--- src/rtl/bcd_serial_add_ctrl_if.sv ---
// Handshake and operand/result bundle for the serial BCD adder controller.
// The master side issues requests; the controller is the slave.
interface bcd_serial_add_ctrl_if #(
  parameter int DIGITS = 4
);
  logic                  start;
  logic [4*DIGITS-1:0]   a;
  logic [4*DIGITS-1:0]   b;
  logic                  cin;
  logic                  busy;
  logic                  done;
  logic [4*DIGITS-1:0]   sum;
  logic                  cout;
  logic                  err;

  modport master (
    output start, a, b, cin,
    input  busy, done, sum, cout, err
  );

  modport slave (
    input  start, a, b, cin,
    output busy, done, sum, cout, err
  );
endinterface

--- src/rtl/bcd_serial_add_ctrl.sv ---
// Multi-digit packed-BCD adder that reuses one single-digit BCD full adder,
// one digit per clock, least-significant digit first. Operands are latched
// on accept, the result and carry are published together with a one-cycle
// done pulse and then held until the next completion.
// Optional feature macro: BCD_DIGIT_CHECK_EN (flags operand digits above 9
// on err; without it err is constant 0).
module bcd_serial_add_ctrl #(
  parameter int DIGITS = 4
) (
  input  logic                 clk,
  input  logic                 rst_n,
  bcd_serial_add_ctrl_if.slave bus
);
  localparam int W     = 4 * DIGITS;
  localparam int IDX_W = (DIGITS > 1) ? $clog2(DIGITS) : 1;

  typedef enum logic {IDLE, RUN} state_t;

  state_t           state_reg, state_next;
  logic             load, step, finish;

  logic [W-1:0]     a_reg, b_reg;
  logic             carry_reg;
  logic [IDX_W-1:0] idx_reg;

  logic [3:0]       a_dig, b_dig;
  logic [4:0]       dsum;
  logic [3:0]       digit;
  logic             carry_next;
  logic             last_dig;

  logic [W-1:0]     sum_next;
  logic [W-1:0]     sum_reg;
  logic             cout_reg;
  logic             done_reg;

  assign last_dig = (idx_reg == IDX_W'(DIGITS - 1));

  // State register
  always_ff @(posedge clk) begin
    if (!rst_n) state_reg <= IDLE;
    else        state_reg <= state_next;
  end

  // Next-state and control strobes
  always_comb begin
    state_next = state_reg;
    load       = 1'b0;
    step       = 1'b0;
    finish     = 1'b0;
    case (state_reg)
      IDLE: begin
        if (bus.start) begin
          load       = 1'b1;
          state_next = RUN;
        end
      end
      RUN: begin
        step = 1'b1;
        if (last_dig) begin
          finish     = 1'b1;
          state_next = IDLE;
        end
      end
      default: state_next = IDLE;
    endcase
  end

  // Shared single-digit BCD full adder: 5-bit binary sum folded back to 0..9
  assign a_dig = a_reg[4*idx_reg +: 4];
  assign b_dig = b_reg[4*idx_reg +: 4];
  assign dsum  = {1'b0, a_dig} + {1'b0, b_dig} + {4'b0000, carry_reg};

  always_comb begin
    carry_next = (dsum >= 5'd10);
    if (dsum >= 5'd30)      digit = 4'(dsum - 5'd30);
    else if (dsum >= 5'd20) digit = 4'(dsum - 5'd20);
    else if (dsum >= 5'd10) digit = 4'(dsum - 5'd10);
    else                    digit = dsum[3:0];
  end

  // Operand, carry and digit-index registers
  always_ff @(posedge clk) begin
    if (!rst_n) begin
      a_reg     <= '0;
      b_reg     <= '0;
      carry_reg <= 1'b0;
      idx_reg   <= '0;
    end else if (load) begin
      a_reg     <= bus.a;
      b_reg     <= bus.b;
      carry_reg <= bus.cin;
      idx_reg   <= '0;
    end else if (step) begin
      carry_reg <= carry_next;
      idx_reg   <= idx_reg + IDX_W'(1);
    end
  end

  // Working-sum slots; the top slot is taken straight from the adder since
  // it is produced on the same edge the result is published.
  genvar gi;
  generate
    for (gi = 0; gi < DIGITS; gi++) begin : g_slot
      if (gi == DIGITS - 1) begin : g_top
        assign sum_next[4*gi +: 4] = digit;
      end else begin : g_low
        logic [3:0] slot_reg;
        // Capture this digit when the index reaches its slot
        always_ff @(posedge clk) begin
          if (!rst_n)                              slot_reg <= 4'd0;
          else if (load)                           slot_reg <= 4'd0;
          else if (step && idx_reg == IDX_W'(gi))  slot_reg <= digit;
        end
        assign sum_next[4*gi +: 4] = slot_reg;
      end
    end
  endgenerate

  // Published result, carry and completion pulse
  always_ff @(posedge clk) begin
    if (!rst_n) begin
      sum_reg  <= '0;
      cout_reg <= 1'b0;
      done_reg <= 1'b0;
    end else begin
      done_reg <= finish;
      if (finish) begin
        sum_reg  <= sum_next;
        cout_reg <= carry_next;
      end
    end
  end

`ifdef BCD_DIGIT_CHECK_EN
  logic [2*DIGITS-1:0] bad_dig;
  logic                err_pend_reg;
  logic                err_reg;

  generate
    for (gi = 0; gi < DIGITS; gi++) begin : g_chk
      assign bad_dig[gi]          = (bus.a[4*gi +: 4] > 4'd9);
      assign bad_dig[DIGITS + gi] = (bus.b[4*gi +: 4] > 4'd9);
    end
  endgenerate

  // Remember operand validity at accept, publish it with the result
  always_ff @(posedge clk) begin
    if (!rst_n) begin
      err_pend_reg <= 1'b0;
      err_reg      <= 1'b0;
    end else begin
      if (load)   err_pend_reg <= |bad_dig;
      if (finish) err_reg      <= err_pend_reg;
    end
  end

  assign bus.err = err_reg;
`else
  assign bus.err = 1'b0;
`endif

  assign bus.busy = (state_reg == RUN);
  assign bus.done = done_reg;
  assign bus.sum  = sum_reg;
  assign bus.cout = cout_reg;
endmodule

--- src/flat_wrapper.sv ---
// flat-port wrapper written by rule: the top's interface ports become plain ports
module bcd_serial_add_ctrl_flat 
#(
  parameter int DIGITS = 4
)
  (clk, rst_n, bus_start, bus_a, bus_b, bus_cin, bus_busy, bus_done, bus_sum, bus_cout, bus_err);
  bcd_serial_add_ctrl_if #(.DIGITS(DIGITS)) bus_i ();
  input  logic clk;
  input  logic rst_n;
  input wire logic [$bits(bus_i.start)-1:0] bus_start;
  input wire logic [$bits(bus_i.a)-1:0] bus_a;
  input wire logic [$bits(bus_i.b)-1:0] bus_b;
  input wire logic [$bits(bus_i.cin)-1:0] bus_cin;
  output wire logic [$bits(bus_i.busy)-1:0] bus_busy;
  output wire logic [$bits(bus_i.done)-1:0] bus_done;
  output wire logic [$bits(bus_i.sum)-1:0] bus_sum;
  output wire logic [$bits(bus_i.cout)-1:0] bus_cout;
  output wire logic [$bits(bus_i.err)-1:0] bus_err;
  assign bus_i.start = bus_start;
  assign bus_i.a = bus_a;
  assign bus_i.b = bus_b;
  assign bus_i.cin = bus_cin;
  assign bus_busy = bus_i.busy;
  assign bus_done = bus_i.done;
  assign bus_sum = bus_i.sum;
  assign bus_cout = bus_i.cout;
  assign bus_err = bus_i.err;
  bcd_serial_add_ctrl #(.DIGITS(DIGITS)) u_core (.clk(clk), .rst_n(rst_n), .bus(bus_i));
endmodule
--- config.mk ---
export PLATFORM = sky130hd
export DESIGN_NAME = bcd_serial_add_ctrl_flat
export DESIGN_NICKNAME = d
export VERILOG_FILES = /design/src/rtl/bcd_serial_add_ctrl_if.sv /design/src/rtl/bcd_serial_add_ctrl.sv /design/src/flat_wrapper.sv
export SDC_FILE = /design/constraint.sdc
export NUM_CORES = 1
export LEC_CHECK = 0
export CORE_MARGIN = 1.5
export CORE_UTILIZATION = 52
export DETAILED_ROUTE_END_ITERATION = 10
export PLACE_DENSITY = 0.84
export REMOVE_ABC_BUFFERS = 1
export SYNTH_ARGS = -nofsm -noshare
export SYNTH_HDL_FRONTEND = slang
export SYNTH_SLANG_ARGS = --single-unit
export TNS_END_PERCENT = 5
--- constraint.sdc ---
create_clock -name clk -period 3.8 [get_ports clk]
set_input_delay 0.57 -clock clk [delete_from_list [all_inputs] [get_ports clk]]
set_output_delay 0.57 -clock clk [all_outputs]
set_load 0.005 [all_outputs]
Word-level counts from Yosys, hierarchy flattened
Index checks and enable logic that the tools add are counted.

storage, ports and cells
  bits in registers = 66
  bits in read-only memories = 0
  memories kept = 0
  RAM bits = 0
  output and inout bits = 20
  latch bits = 0

cells by class
  $mul = 0
  eq/ne operators = 3
  div/mod/pow operators = 0
  multiplexer cells = 12
  bitwise operators = 2
  add/sub/neg operators = 6
  reduce and logical (&&, ||, !) cells = 6
  shifts and indexed selects = 2
  $lt $le $gt $ge = 3

operators with widths
  cell                                                               count
  variable part select 16 x 5 -> 4 bit                               2
  two-way mux 4 bit                                                  3
  greater-or-equal comparator 5 bit, second input constant           2
  two-way mux 1 bit                                                  8
  subtractor 4 bit, second input constant                            2
  adder 4 x 4 -> 5 bit                                               1
  adder 5 x 1 -> 5 bit                                               1
  greater-or-equal comparator 5 x 4 -> 1 bit, second input constant  1
  equality test 2 bit, second input constant                         2
  subtractor 4 x 3 -> 4 bit, second input constant                   1
  logical AND 1 bit                                                  3
  adder 2 x 1 -> 2 bit, second input constant                        1
  equality test 2 x 1 -> 1 bit, second input constant                1
  zero test 2 bit                                                    1
  NOT 1 bit                                                          2
  case mux 1 bit (2 select lines)                                    1
  nonzero test 2 bit                                                 1
  OR reduction 2 bit                                                 1

Logic depth before layout (Yosys ltp)
Gate-level depths: netlist of the first run.

  depth in word-level cells = 7
  depth in mapped cells = 14
  depth with buffers taken out = 13

Worst setup path after synthesis of the first run
OpenSTA, ideal clock, no wires.

  path type = register to register
  from = register u_core.idx_reg[1]
  to = register u_core.g_slot[2].g_low.slot_reg[2]
  path slack = 0.554 ns
  clock period less this slack = 3.246 ns
  path buffers = 1
  library setup time = 0.075 ns
  data arrival time = 3.171 ns
  stages on the path, launching flop included = 13
  cells stage by stage = dfxtp_1 > clkbuf_1 > mux4_2 > inv_1 > fa_1 > fa_1 > xnor2_1 > inv_1 > ha_1 > nand2_1 > a21oi_1 > a221o_1 > a31oi_2

on the way
  longest elaborated chain between the ends = 7
  elaborated cells on any way between the ends = 15

RTL lines
  what                                                                            RTL line                                              text
  start: declaration                                                              bcd_serial_add_ctrl.sv:24                             logic [IDX_W-1:0] idx_reg;
  start signal: assignment                                                        bcd_serial_add_ctrl.sv:96                             idx_reg <= idx_reg + IDX_W'(1);
  variable part select 16 x 5 -> 4 bit (on tied branches)                         bcd_serial_add_ctrl.sv:70, bcd_serial_add_ctrl.sv:71
  adder 4 x 4 -> 5 bit                                                            bcd_serial_add_ctrl.sv:72                             assign dsum = {1'b0, a_dig} + {1'b0, b_dig} + {4'b0000, carry_reg};
  adder 5 x 1 -> 5 bit                                                            bcd_serial_add_ctrl.sv:72
  subtractor 4 bit or greater-or-equal comparator 5 x 4 -> 1 bit (tied branches)  bcd_serial_add_ctrl.sv:78                             else if (dsum >= 5'd10) digit = 4'(dsum - 5'd10);
  two-way mux 4 bit                                                               bcd_serial_add_ctrl.sv:78
  two-way mux 4 bit                                                               bcd_serial_add_ctrl.sv:77                             else if (dsum >= 5'd20) digit = 4'(dsum - 5'd20);
  two-way mux 4 bit                                                               bcd_serial_add_ctrl.sv:76                             if (dsum >= 5'd30) digit = 4'(dsum - 5'd30);
  end signal: assignment                                                          bcd_serial_add_ctrl.sv:113                            else if (step && idx_reg == IDX_W'(gi)) slot_reg <= digit;
  end: declaration                                                                bcd_serial_add_ctrl.sv:108                            logic [3:0] slot_reg;

Parallel ways exist; a longest one is shown, timed or not.
A chain may end at the register's enable or synchronous reset.

Worst setup path after layout of the first run
  from = register u_core.idx_reg[0]
  to = register u_core.g_slot[2].g_low.slot_reg[2]

The elaborated chain is that of the path after synthesis.

==> results.md, run 1 <==
- Clock skew: 0.00795 ns
- Share of layout cells above drive strength 1: 0.106
- Routed WL: around 6000 um
- Largest area contributor in the netlist: dfxtp_1
- Area Overhead vs Synth: 26.1%
- Starting Density: 0.548
- Vias in the first global route: between 2000 and 2500
- Sequential fraction of the synthesis area: 0.430
- Clock Tree Root: clkbuf_8
- Final Hold Viols: 0
- Startpoint types: flip-flop
- Initial drt markers: 174
- Most common cell after layout, fill and taps aside: nand2_1
- CTS tree: yes
- Final setup viols: 0
- Antenna viol nets, final: 0
- Detailed Place HPWL: 4360 um
- Final setup TNS: 0 ns
- Worst vdd ir: ~0.22 mV
- Synthesized area: ~0.0031 mm2
- Critical Path Sink Type: flip-flop
- All-Layer GR Usage: 0.215
- RSZ-0062 raised after global routing: no
- Core Footprint: 0.00561 mm2
- Internal: 1.16 mW
- Syn Inst Count: 332
- Ys async rst share: 0
- Switch share: 0.267
- # DRC: 0
- Combinational Power Share: 0.163
- Antenna violations before repair: 0
- Post-layout util: 0.691
- GR Layer Usage met3: 0.0571
- Seq pwr share: 0.466
- Unique masters post-synth: 45
- First-pass GRT wire length: ~11000 um
- Final nets: 432
- Post-synthesis area per instance: 9.26 um2
- #FFs+latches synth: 66
- Max-cap violation count: 0
- Tcrit/Tclk final: 0.915
- Worst hold slack: 0.457 ns
- CTS max path bufs: 2
- FP Rows: 27
- Die footprint: approximately 0.0064 mm2
- Psw: 0.421 mW
- Final instance area: 0.00388 mm2
- Crit-path max FO: 8
- Hold-fix buffers, CTS: 0
- Antenna fix cells: 0
- Post-synth EDFFs: 0
- Vias per Instance: 5.37
- Critical path class: reg -> reg
- HP Class: reg -> reg
- Pre-antenna DRT Iters: 4
- Pwr dens: 408 mW/mm2
- Htree depth: 3
- YS warnings: 0
- Per-cell routed wire length: 13.0 um
- Horiz. Die Dim: 79.9 um
- Met2 GRT Util: 0.350
- CTS sink count: 66
- Ys flop type: dfxtp_1
- Fin crit period: 3.48 ns
- Clock transition at path regs: 0.07 ns
- Gr ovfl total: 0
- Commonest non-fill, non-tap cells in the layout: nand2_1, dfxtp_1, clkdlybuf4s50_1, a21boi_0
- Pin count of the biggest net entering global routing: 38
- Synth area leaders: dfxtp_1, nand2_1, a21boi_0, mux4_2, ha_1
- Fmax: 0.288 GHz
- GP Congestion: 0.828
- Worst EP required: 4.00 ns
- Total power: roughly 1.6 mW
- Data arrival, critical path: 3.68 ns
- Status: finished clean
- Post-synth top area share: 0.430
- Placed Area: between 0.003 and 0.004 mm2
- Port buffer count: between 50 and 60
- Grt peak-use layer: met2
- TritonCTS Buffers: 9
- Met1 Use GR: 0.265
- Leak: 1.48 nW
- Clock power frac: 0.372
- Top Ports: 56
- Die height: 79.9 um
- Vias: 2466
- Final Max Slew Viols: 0
- Skew-Pair Late Insertion Delay: between 0.3 and 0.4 ns
## cells by family (layout without fill, tap and decap cells)
family | Yosys count | in the layout | share of synthesized area
compound gates | 83 | 83 | 0.200
xor+xnor | 4 | 4 | 0.0175
fa+ha+maj | 14 | 14 | 0.0618
buf+inv | 36 | 91 | 0.0460
flops | 66 | 66 | 0.430
mux | 15 | 15 | 0.0854
other cells | 1 | 1 | 0.00122
simple gates | 113 | 113 | 0.158
## routing by layer
metal | vias up | routed length [um]
met5 | - | 0
met4 | 0 | 89
met3 | 10 | 301
met2 | 67 | 2790
met1 | 1160 | 2800
li1 | 1229 | -
## power by group through the flow
stage / combinational, mW / clock (mW) / sequential, mW
finish: 0.257 / 0.588 / 0.736
global route: 0.286 / 0.630 / 0.739
CTS: 0.255 / 0.600 / 0.737
detailed placement: 0.254 / 0 / 0.752
global placement: 0.245 / 0 / 0.751
floorplan: 0.166 / 0 / 0.748
## through the flow
step,instances,setup slack (ns)
2_1_floorplan,310,0.477
5_1_grt,459,0.0956
6_report,459,0.322
4_1_cts,459,0.132
3_5_place_dp,443,0.177
3_3_place_gp,443,0.387
## worst max-delay path, stage by stage, from the launching register on
cell,delay (ns)
dfxtp_2,0.40
mux4_2,0.36
inv_1,0.05
fa_1,0.42
fa_1,0.42
xnor2_1,0.38
inv_1,0.15
ha_1,0.22
nand2_1,0.07
nand2_1,0.10
a21oi_1,0.33
a221o_1,0.31
a31oi_2,0.12
## what timing repair did
action / in CTS / in global routing
buffers inserted: 0 / 0
gates resized for setup: 0 / 1
endpoints found under the setup margin: 0 / 7
## path summary, 6_finish.rpt
path                            from                            endpoint  slack, ns  cells past startpoint
setup / recovery   u_core.idx_reg[0]  u_core.g_slot[2].g_low.slot_reg[2]       0.32                     12
hold / removal    u_core.bus.sum[13]                  u_core.bus.sum[13]       0.46                      2
setup reg to reg   u_core.idx_reg[0]  u_core.g_slot[2].g_low.slot_reg[2]       0.32                     12
hold reg to reg   u_core.bus.sum[13]                  u_core.bus.sum[13]       0.46                      2
## synth_stat cells (3+ instances only)
master    count
ha_1         12
nand2b_1      3
inv_1        14
nand2_1      81
a21boi_0     32
a31oi_1       3
nor2_1       11
o21ai_0      14
nor2b_1       4
mux4_2        8
a211oi_1      3
dfxtp_1      66
a22o_1       12
and2_1        4
clkbuf_1     19
xnor2_1       3
mux2i_1       6
a21oi_1       6
## layout make-up
cell class | instances | area (um2)
fill | 447 | 1730
multi-input combinational | 230 | 1620
sequential | 66 | 1320
timing repair buffer | 61 | 593
clock buffer | 10 | 138
tap | 72 | 90.1
clock inverter | 6 | 66.3
inverter | 14 | 52.6
Power figures use the tool's default switching activity.
==> run 2, diff against run 1 <==
--- a/config.mk
+++ b/config.mk
@@ -7,6 +7,7 @@
 export LEC_CHECK = 0
 export CORE_MARGIN = 1.5
 export CORE_UTILIZATION = 52
+export CTS_CLUSTER_DIAMETER = 150
 export DETAILED_ROUTE_END_ITERATION = 10
 export PLACE_DENSITY = 0.84
 export REMOVE_ABC_BUFFERS = 1
==> results of run 2 <==
Final layout, timing and power as in run 1 (identical DEF).
==> run 3, diff against run 2 <==
==> constraint.sdc (replaced) <==
create_clock -name clk -period 3.8 [get_ports clk]
set_input_delay 0.38 -clock clk [delete_from_list [all_inputs] [get_ports clk]]
set_output_delay 0.38 -clock clk [all_outputs]
set_load 0.005 [all_outputs]
==> run 3 against run 2 <==
Effect of this change:
- sequential cell count unchanged
- sequential share of layout area is 0.47 points lower
- cell area is 1.4% higher
- non-clock buffer count shrank 1
- register-to-register slack better by 0.03 ns
- combinational power hardly changed
- core utilization rose by 0.96 points
- critical path type unchanged
- highest routed layer unchanged
==> results.md, run 3 (synthesis results as in run 1) <==
- Status: finished clean
- Post-layout util: 0.701 (+0.00959)
- Critical Path Sink Type: flip-flop
- Fin crit period: 3.44 ns (-0.0331 ns)
- Final worst setup slack: 0.355 ns (+0.0331 ns)
- Starting Density: 0.548 (unchanged)
- Pre-antenna DRT Iters: 5 (+1)
- Worst vdd ir: 0.259 mV (+17%)
- Gr ovfl total: 0 (unchanged)
- Commonest non-fill, non-tap cells in the layout: nand2_1, dfxtp_1, clkdlybuf4s50_1, a21boi_0
- Data arrival, critical path: 3.66 ns (-0.02 ns)
- Htree depth: 3 (unchanged)
- Vias per Instance: 5.32 (-1.0%)
- Vias in the first global route: 2490 (+1.4%)
- Pwr dens: 450 mW/mm2 (+10%)
- FP Rows: 27 (unchanged)
- Skew-Pair Late Insertion Delay: 0.35 ns (about the same)
- Routed WL: 6080 um (+1.6%)
- Share of layout cells above drive strength 1: 0.104 (-0.00232)
- Worst EP required: 4.02 ns (+0.02 ns)
- Worst hold slack: 0.455 ns (-0.00239 ns)
- Hold path start: u_core.bus.sum[13]
- Max-Slew Margin vs Limit: 0.248
- Final Hold Viols: 0 (unchanged)
- GP Congestion: 0.824 (-0.51%)
- Max-cap violation count: 0 (unchanged)
- Antenna fix cells: 0 (unchanged)
- All-Layer GR Usage: 0.221 (+0.00600)
- Final setup viols: 0 (unchanged)
- Die height: 79.9 um (unchanged)
- First-pass GRT wire length: 11000 um (+2.9%)
- Clock skew: 0.00817 ns (+0.000225 ns)
- Tcrit/Tclk final: 0.906 (-0.00871)
- Detailed Place HPWL: 4430 um (+1.6%)
- Critical path class: reg -> reg
- Layout Cells excl Fill: 458 (-0.22%)
- Placed Cells: 442 (-0.23%)
- Initial drt markers: 180 (+3.4%)
- Per-cell routed wire length: 13.3 um (+1.8%)
- Horiz. Die Dim: 79.9 um (unchanged)
- Final setup TNS: 0 ns (unchanged)
- Final nets: 431 (-0.23%)
- # DRC: 0 (unchanged)
- Final Max Slew Viols: 0 (unchanged)
- Antenna viol nets, final: 0 (unchanged)
- Fmax: 0.290 GHz (+0.96%)
- Place WS: 0.166 ns (-0.0109 ns)
- Core Footprint: 0.00561 mm2 (unchanged)
- Post-CTS setup buffers: 0 (unchanged)
- HP Class: reg -> reg
- FF-to-FF Start: u_core.idx_reg[0]
- Most common cell after layout, fill and taps aside: nand2_1
- Die footprint: 0.00638 mm2 (unchanged)
- TritonCTS Buffers: 9 (unchanged)
- Leak: 1.51 nW (+2.0%)
- Crit-path max FO: 8 (unchanged)
- Fillers: 438 (-2.0%)
- Resized Gates After CTS: 0 (unchanged)
- Top Ports: 56 (unchanged)
- CTS max path bufs: 2 (unchanged)
- Pin count of the biggest net entering global routing: 38 (unchanged)
- CTS tree: yes
- CTS sink count: 66 (unchanged)
- RSZ-0062 raised after global routing: no
- Pin slew with the least headroom to its limit: about 1.1 ns
- Critical Path Start: u_core.idx_reg[0]
- Clock Tree Root: clkbuf_8
- Port buffer count: 54 (unchanged)
- Clock transition at path regs: 0.07 ns (about the same)
- Startpoint types: flip-flop
- Area Overhead vs Synth: 27.8%
- Antenna violations before repair: 0 (unchanged)
- Hold-fix buffers, CTS: 0 (unchanged)
- Vias: 2436 (-1.2%)
[run 3: layout make-up]
type,instances,area [um2],area share
clock buffer,9,124,0.0315
clock inverter,7,141,0.0360
inverter,14,52.6,0.0134
multi-input combinational,230,1620,0.411
sequential,66,1320,0.336
tap,72,90.1,0.0229
timing repair buffer,60,586,0.149
[run 3: power breakdown]
| part | switching (mW) | leakage [nW] | internal, mW |
|---|---|---|---|
| clock network | 0.272 | 0.129 | 0.502 |
| logic | 0.136 | 0.845 | 0.121 |
| registers | 0.0186 | 0.538 | 0.718 |
[run 3: critical path, stage by stage, from the launching register on]
cell and delay (ns):
dfxtp_2 0.48, mux4_2 0.27, inv_1 0.05, fa_1 0.41, fa_1 0.43, xnor2_1 0.38
inv_1 0.16, ha_1 0.23, nand2_1 0.08, nand2_1 0.09, a21oi_1 0.32, a221o_1 0.31
a31oi_1 0.11
[run 3: per-layer routing]
| metal | up-vias | track usage | share of wire |
|---|---|---|---|
| met5 | - | 0 | 0 |
| li1 | 1232 | - | - |
| met4 | 0 | 0.122 | 0.027 |
| met2 | 78 | 0.366 | 0.47 |
| met1 | 1107 | 0.267 | 0.46 |
| met3 | 19 | 0.0423 | 0.047 |
[run 3: path summary, 6_finish.rpt]
check / endpoint / slack (ns) / cells after the start
worst max-delay path: u_core.g_slot[1].g_low.slot_reg[2] / 0.36 / 12
worst min register to register: u_core.bus.sum[13] / 0.45 / 2
worst max register to register: u_core.g_slot[1].g_low.slot_reg[2] / 0.36 / 12
worst min-delay path: u_core.bus.sum[13] / 0.45 / 2
[run 3: stage by stage]
stage / total power, mW / cell area [um2]
4_1_cts: 1.78 / 3930
5_1_grt: 1.84 / 3930
3_3_place_gp: 0.995 / 3660
2_1_floorplan: 0.914 / 2990
6_report: 1.77 / 3930
3_5_place_dp: 1.01 / 3660
==> edit 1, RTL diff (settings of run 2) <==
`DIGITS` is set to 4 in 3 places; all go to 8.
--- a/src/rtl/bcd_serial_add_ctrl_if.sv
+++ b/src/rtl/bcd_serial_add_ctrl_if.sv
@@ -3,3 +3,3 @@
 interface bcd_serial_add_ctrl_if #(
-  parameter int DIGITS = 4
+  parameter int DIGITS = 8
 );
--- a/src/rtl/bcd_serial_add_ctrl.sv
+++ b/src/rtl/bcd_serial_add_ctrl.sv
@@ -7,3 +7,3 @@
 module bcd_serial_add_ctrl #(
-  parameter int DIGITS = 4
+  parameter int DIGITS = 8
 ) (
--- a/src/flat_wrapper.sv
+++ b/src/flat_wrapper.sv
@@ -3,3 +3,3 @@
 #(
-  parameter int DIGITS = 4
+  parameter int DIGITS = 8
 )
Ports: changed (resized bus_a, bus_b and bus_sum); port bits go from 56 to 104. The function was not compared with the original's and may differ.
==> edit 1 against run 2 <==
  * Setup slack lost 0.19 ns
  * Sequential cell count rose by 65
  * Synthesized area up 86%
  * Maximum frequency fell by 5.1%
  * Design area up 98%
  * Critical path depth increased by 2
  * Power rose by 130%
  * Critical path type unchanged
  * Wire length grew 140%
  * Sequential share of layout area increased by 0.14 points
==> edit 1: results (changes against run 2) <==
Drt:
- The initial detailed-routing violation count is 252 (+45%).
- The total via count in the routed design is 4875 (+98%).

Logic synthesis:
- By count the netlist is led by 161 x sky130_fd_sc_hd__nand2_1, 131 x sky130_fd_sc_hd__dfxtp_1, 65 x sky130_fd_sc_hd__a21boi_0, 32 x sky130_fd_sc_hd__clkbuf_1, 28 x sky130_fd_sc_hd__a22o_1.
- In the post-synthesis netlist, the biggest area contributors are sky130_fd_sc_hd__dfxtp_1 46%, sky130_fd_sc_hd__nand2_1 11%, sky130_fd_sc_hd__a21boi_0 8.6%.
- The count of cell types in the netlist is 51 (+13%).

Worst hold path:
- The startpoint identified for the worst hold timing path is u_core.b_reg[10].
- The tightest min-delay check is of the flip-flop to flip-flop type.

GRT:
- The largest net degree at the start of global routing is 69 (+82%).
- The wire length of the first global-routing pass came to 23400 um (+120%).
- The all-layer global routing usage is 0.259 (+0.0444).

Power and ir drop:
- The switching part of the total came to 0.249 (-0.0171).
- The leakage power figure was 2.90 nW (+96%).
- The peak supply drop is 0.000294 V (+33%).

Placed design:
- The count of buffers inserted at the top-level ports was 102 (+89%).
- The worst setup timing slack at the placement stage is -0.0151 ns (-0.192 ns).
- The HPWL after detailed placement was 9380 um (+120%).
- The global placer's final weighted congestion is 0.854 (+3.1%).

Critical path:
- The highest cell delay on the worst timing path is 0.49 ns (+0.07 ns).
- The number of cells on the worst reg-to-reg path came to 14 (+2).
- The data arrival time of the worst path was 4.09 ns (+0.41 ns).

Clocking:
- The clock network latency to the later pin of the worst-skew pair came to 0.53 ns (+0.19 ns).
- The number of buffers created by CTS is 17 (+8).
- The level count of the clock H-tree is 4 (+1).

STA:
- The clock skew is 0.00865 ns (+0.000700 ns).

Final layout:
- The fill cell total of the finished layout is 800 (+79%).
- The fraction of final layout cells with drive strength greater than 1 is 0.136 (+0.0297).
- The layout net count was 802 (+86%).

Outcome:
- The run finished with clean final reports.
## edit 1: cell types whose count changed after synthesis, moves of 13 or more
cell,run 2,this run
sky130_fd_sc_hd__nand3_1,1,15
sky130_fd_sc_hd__dfxtp_1,66,131
sky130_fd_sc_hd__clkbuf_1,19,32
sky130_fd_sc_hd__nand2_1,81,161
sky130_fd_sc_hd__a22o_1,12,28
sky130_fd_sc_hd__a21boi_0,32,65
## edit 1: metrics by stage
step | cell area (um^2) | total power [W] | instances | TNS, ns
after floorplan | 5530 | 0.00176 | 573 | -7.02
after global placement | 6880 | 0.00196 | 832 | 0
after detailed placement | 6880 | 0.00197 | 832 | -0.0271
after CTS | 7510 | 0.00366 | 864 | 0
after global routing | 7660 | 0.00385 | 870 | -0.121
final | 7660 | 0.00371 | 870 | 0
## edit 1: layer usage
layer | vias to the layer above | global-route usage | share of wire
li1 | 2372 | - | -
met2 | 173 | 0.455 | 0.51
met5 | - | 0 | 0
met4 | 0 | 0.110 | 0.018
met3 | 26 | 0.0587 | 0.056
met1 | 2304 | 0.303 | 0.42
## edit 1: what timing repair did
item,4_1_cts,5_1_grt
endpoints found under the hold margin,0,0
pin swaps,0,3
resized for setup,4,17
setup buffers,0,5
endpoints found under the setup margin,16,24
cloned,0,1
## edit 1: worst min-delay path, stage by stage, from the launching register on
cell and delay (ns):
sky130_fd_sc_hd__dfxtp_1 0.31, sky130_fd_sc_hd__nand2_1 0.05, sky130_fd_sc_hd__a21boi_0 0.06
## edit 1: cell type report
cell class / instances / share of cell area
Multi-Input combinational cell: 430 / 0.389
Tap cell: 140 / 0.0229
Inverter: 12 / 0.00588
Sequential cell: 131 / 0.342
Clock buffer: 23 / 0.0596
Timing Repair Buffer: 125 / 0.161
Clock inverter: 9 / 0.0199
## edit 1: power groups by stage
stage	registers (W)	logic [W]	clock network [W]
after floorplan	0.00148	0.000288	0
after detailed placement	0.00148	0.000495	0
after global placement	0.00148	0.000486	0
after global routing	0.00146	0.000623	0.00177
after CTS	0.00145	0.000512	0.00170
final	0.00145	0.000572	0.00168
## edit 1: cells by family after synthesis
logic type,Yosys count,share of synthesized area
simple gates,224,0.164
other cells,1,0.000657
buf+inv,54,0.0384
xor+xnor,3,0.00592
compound gates,165,0.221
mux,20,0.0704
flops,131,0.460
fa+ha+maj,17,0.0399
## edit 1: worst paths after layout
check | slack [ns] | endpoint
worst max-delay path | 0.14 | u_core.g_slot[6].g_low.slot_reg[3]
worst min-delay path | 0.46 | u_core.b_reg[10]
worst max register to register | 0.14 | u_core.g_slot[6].g_low.slot_reg[3]
worst min register to register | 0.46 | u_core.b_reg[10]
==> edit 2, RTL diff (flow settings as in run 2) <==
Without the edit above. The option `BCD_DIGIT_CHECK_EN` is turned on by a define.
--- a/src/rtl/bcd_serial_add_ctrl.sv
+++ b/src/rtl/bcd_serial_add_ctrl.sv
@@ -6,2 +6,4 @@
 // on err; without it err is constant 0).
+`define BCD_DIGIT_CHECK_EN
+
 module bcd_serial_add_ctrl #(
Check against the original RTL: not equivalent (Yosys sat finds a counterexample within 10 cycles, from zero or initial values and one cycle with rst_n low).
==> edit 2 against run 2 <==
  * Power up 0.92%
  * Design area up 1.5%
  * Clock power down 2%
  * Via count up 6.7%
  * Clock skew down 0.00090 ns
  * Wire length up 12%
  * Sequential power up 3.0%
  * Sequential cell count up 2
  * Setup slack worse by 0.061 ns
  * Synthesized cell count up 4.5%
  * Synthesized area up 1.6%
==> edit 2: results (changes against run 2) <==
Logic synthesis:
- The proportion of synthesized chip area in sequential cells was 0.436 (+0.00611).
- The count of cell types in the netlist is 41 (-8.9%).
- After synthesis, the most frequently instantiated cells are 84 x sky130_fd_sc_hd__nand2_1, 68 x sky130_fd_sc_hd__dfxtp_1, 32 x sky130_fd_sc_hd__a21boi_0, 26 x sky130_fd_sc_hd__o21ai_0, 20 x sky130_fd_sc_hd__clkbuf_1.
- The number of warnings reported in the yosys synthesis log came to 0 (unchanged).
- The compound-gate portion of the synthesized area came to 0.211 (+0.0109).
- In the post-synthesis netlist, the biggest area contributors are sky130_fd_sc_hd__dfxtp_1 44%, sky130_fd_sc_hd__nand2_1 10%, sky130_fd_sc_hd__a21boi_0 7.7%.
- The arithmetic-cell share of the synthesized area counting full adders, half adders and majority gates is 0.0569 (-0.00497).
- The xor/xnor cell area share of the yosys netlist is 0.0144 (-0.00308).
- The portion of netlist area occupied by mux cells was 0.0825 (-0.00294).

GRT:
- The wire length of the first global-routing pass is 11600 um (+8.8%).
- The number of global-route vias before repair is 2500 (+1.8%).
- The largest net degree at the start of global routing is 39 (+2.6%).
- The all-layer global routing usage came to 0.235 (+0.0207).

Clocking:
- The number of cells upsized or downsized after cts is 0 (unchanged).
- For the worst-skew pair, the clock arrives at the later sink with an insertion delay of ~0.35 ns.
- The maximum root-to-sink buffer count was 2 (unchanged).
- The number of buffers created by CTS is 9 (unchanged).

Drt:
- The total via count in the routed design is 2632 (+6.7%).
- The initial detailed-routing violation count was 139 (-20%).
- The total wirelength of the detailed-routed design is 6680 um (+12%).

Critical path:
- The destination of the worst register-to-register timing path is u_core.g_slot[2].g_low.slot_reg[3].
- The worst register-to-register path begins at u_core.idx_reg[0].
- The family with the most delay on the worst path is adder cells.
- The largest driver fanout on the critical path is 12 (+4).
- The data arrival time of the worst path came to 3.82 ns (+0.14 ns).
- The reg2reg setup slack is 0.26 ns (-0.06 ns).
- The number of cells on the worst reg-to-reg path is 15 (+3).

STA:
- The clock skew is 0.00704 ns (-0.000903 ns).
- The hold slack is 0.453 ns (-0.00423 ns).
- The maximum clock frequency is 283 MHz (-1.7%).

Power and ir drop:
- The cell internal power dissipation is 0.00117 W (+0.76%).
- The peak supply drop is 0.000268 V (+21%).
- The leakage power figure is 1.49 nW (+0.20%).

Placed design:
- The placed cell area came to 3740 um^2 (+2.0%).
- The worst setup timing slack at the placement stage is 0.295 ns (+0.118 ns).
- The HPWL after detailed placement is 4960 um (+14%).
- The global placer's final weighted congestion is 0.830 (+0.23%).
- The count of buffers inserted at the top-level ports is 55 (+1.9%).

Final layout:
- The fill cell total of the finished layout came to 468 (+4.7%).
- The layout net count is 448 (+3.7%).
- The antenna diode instance count came to 0 (unchanged).
- The fraction of final layout cells with drive strength greater than 1 is 0.0965 (-0.00941).

Worst hold path:
- In this run the worst hold path is classified as flip-flop to flip-flop.

Outcome:
- The run finished with clean final reports.
edit 2: worst max-delay path by stage:
stage,endpoint,cells past startpoint
after detailed placement,u_core.g_slot[2].g_low.slot_reg[3],15
after floorplan,u_core.g_slot[2].g_low.slot_reg[2],12
after global routing,u_core.g_slot[2].g_low.slot_reg[3],15
after global placement,u_core.g_slot[2].g_low.slot_reg[2],13
after CTS,u_core.g_slot[2].g_low.slot_reg[3],15
final,u_core.g_slot[2].g_low.slot_reg[3],15
edit 2: cells by family after synthesis:
| group | Yosys count |
|---|---|
| compound gates | 96 |
| xor+xnor | 3 |
| fa+ha+maj | 13 |
| buf+inv | 32 |
| flops | 68 |
| mux | 15 |
| simple gates | 120 |
edit 2: power by group through the flow:
stage	Sequential, W	Combinational [W]	Clock, W
after global routing	0.000760	0.000295	0.000618
final	0.000758	0.000263	0.000575
after CTS	0.000757	0.000262	0.000585
after floorplan	0.000770	0.000164	0
after detailed placement	0.000773	0.000261	0
after global placement	0.000773	0.000253	0
edit 2: cell type report:
cell class | instances | area share
Sequential cell | 68 | 0.346
Inverter | 11 | 0.0105
Multi-Input combinational cell | 247 | 0.418
Clock buffer | 10 | 0.0324
Timing Repair Buffer | 62 | 0.153
Tap cell | 75 | 0.0238
Clock inverter | 6 | 0.0162
edit 2: metal layers:
metal	share of wire	up-vias	track usage
met1	0.46	1231	0.310
met5	0	-	0
li1	-	1303	-
met2	0.46	84	0.366
met3	0.061	14	0.0625
met4	0.015	0	0.0914
edit 2: per-stage QoR:
stage	power, W	cells	utilization
final	0.00160	479	0.673
after global routing	0.00167	479	0.673
after CTS	0.00160	479	0.673
after detailed placement	0.00103	463	0.640
after global placement	0.00103	463	0.640
after floorplan	0.000934	326	-
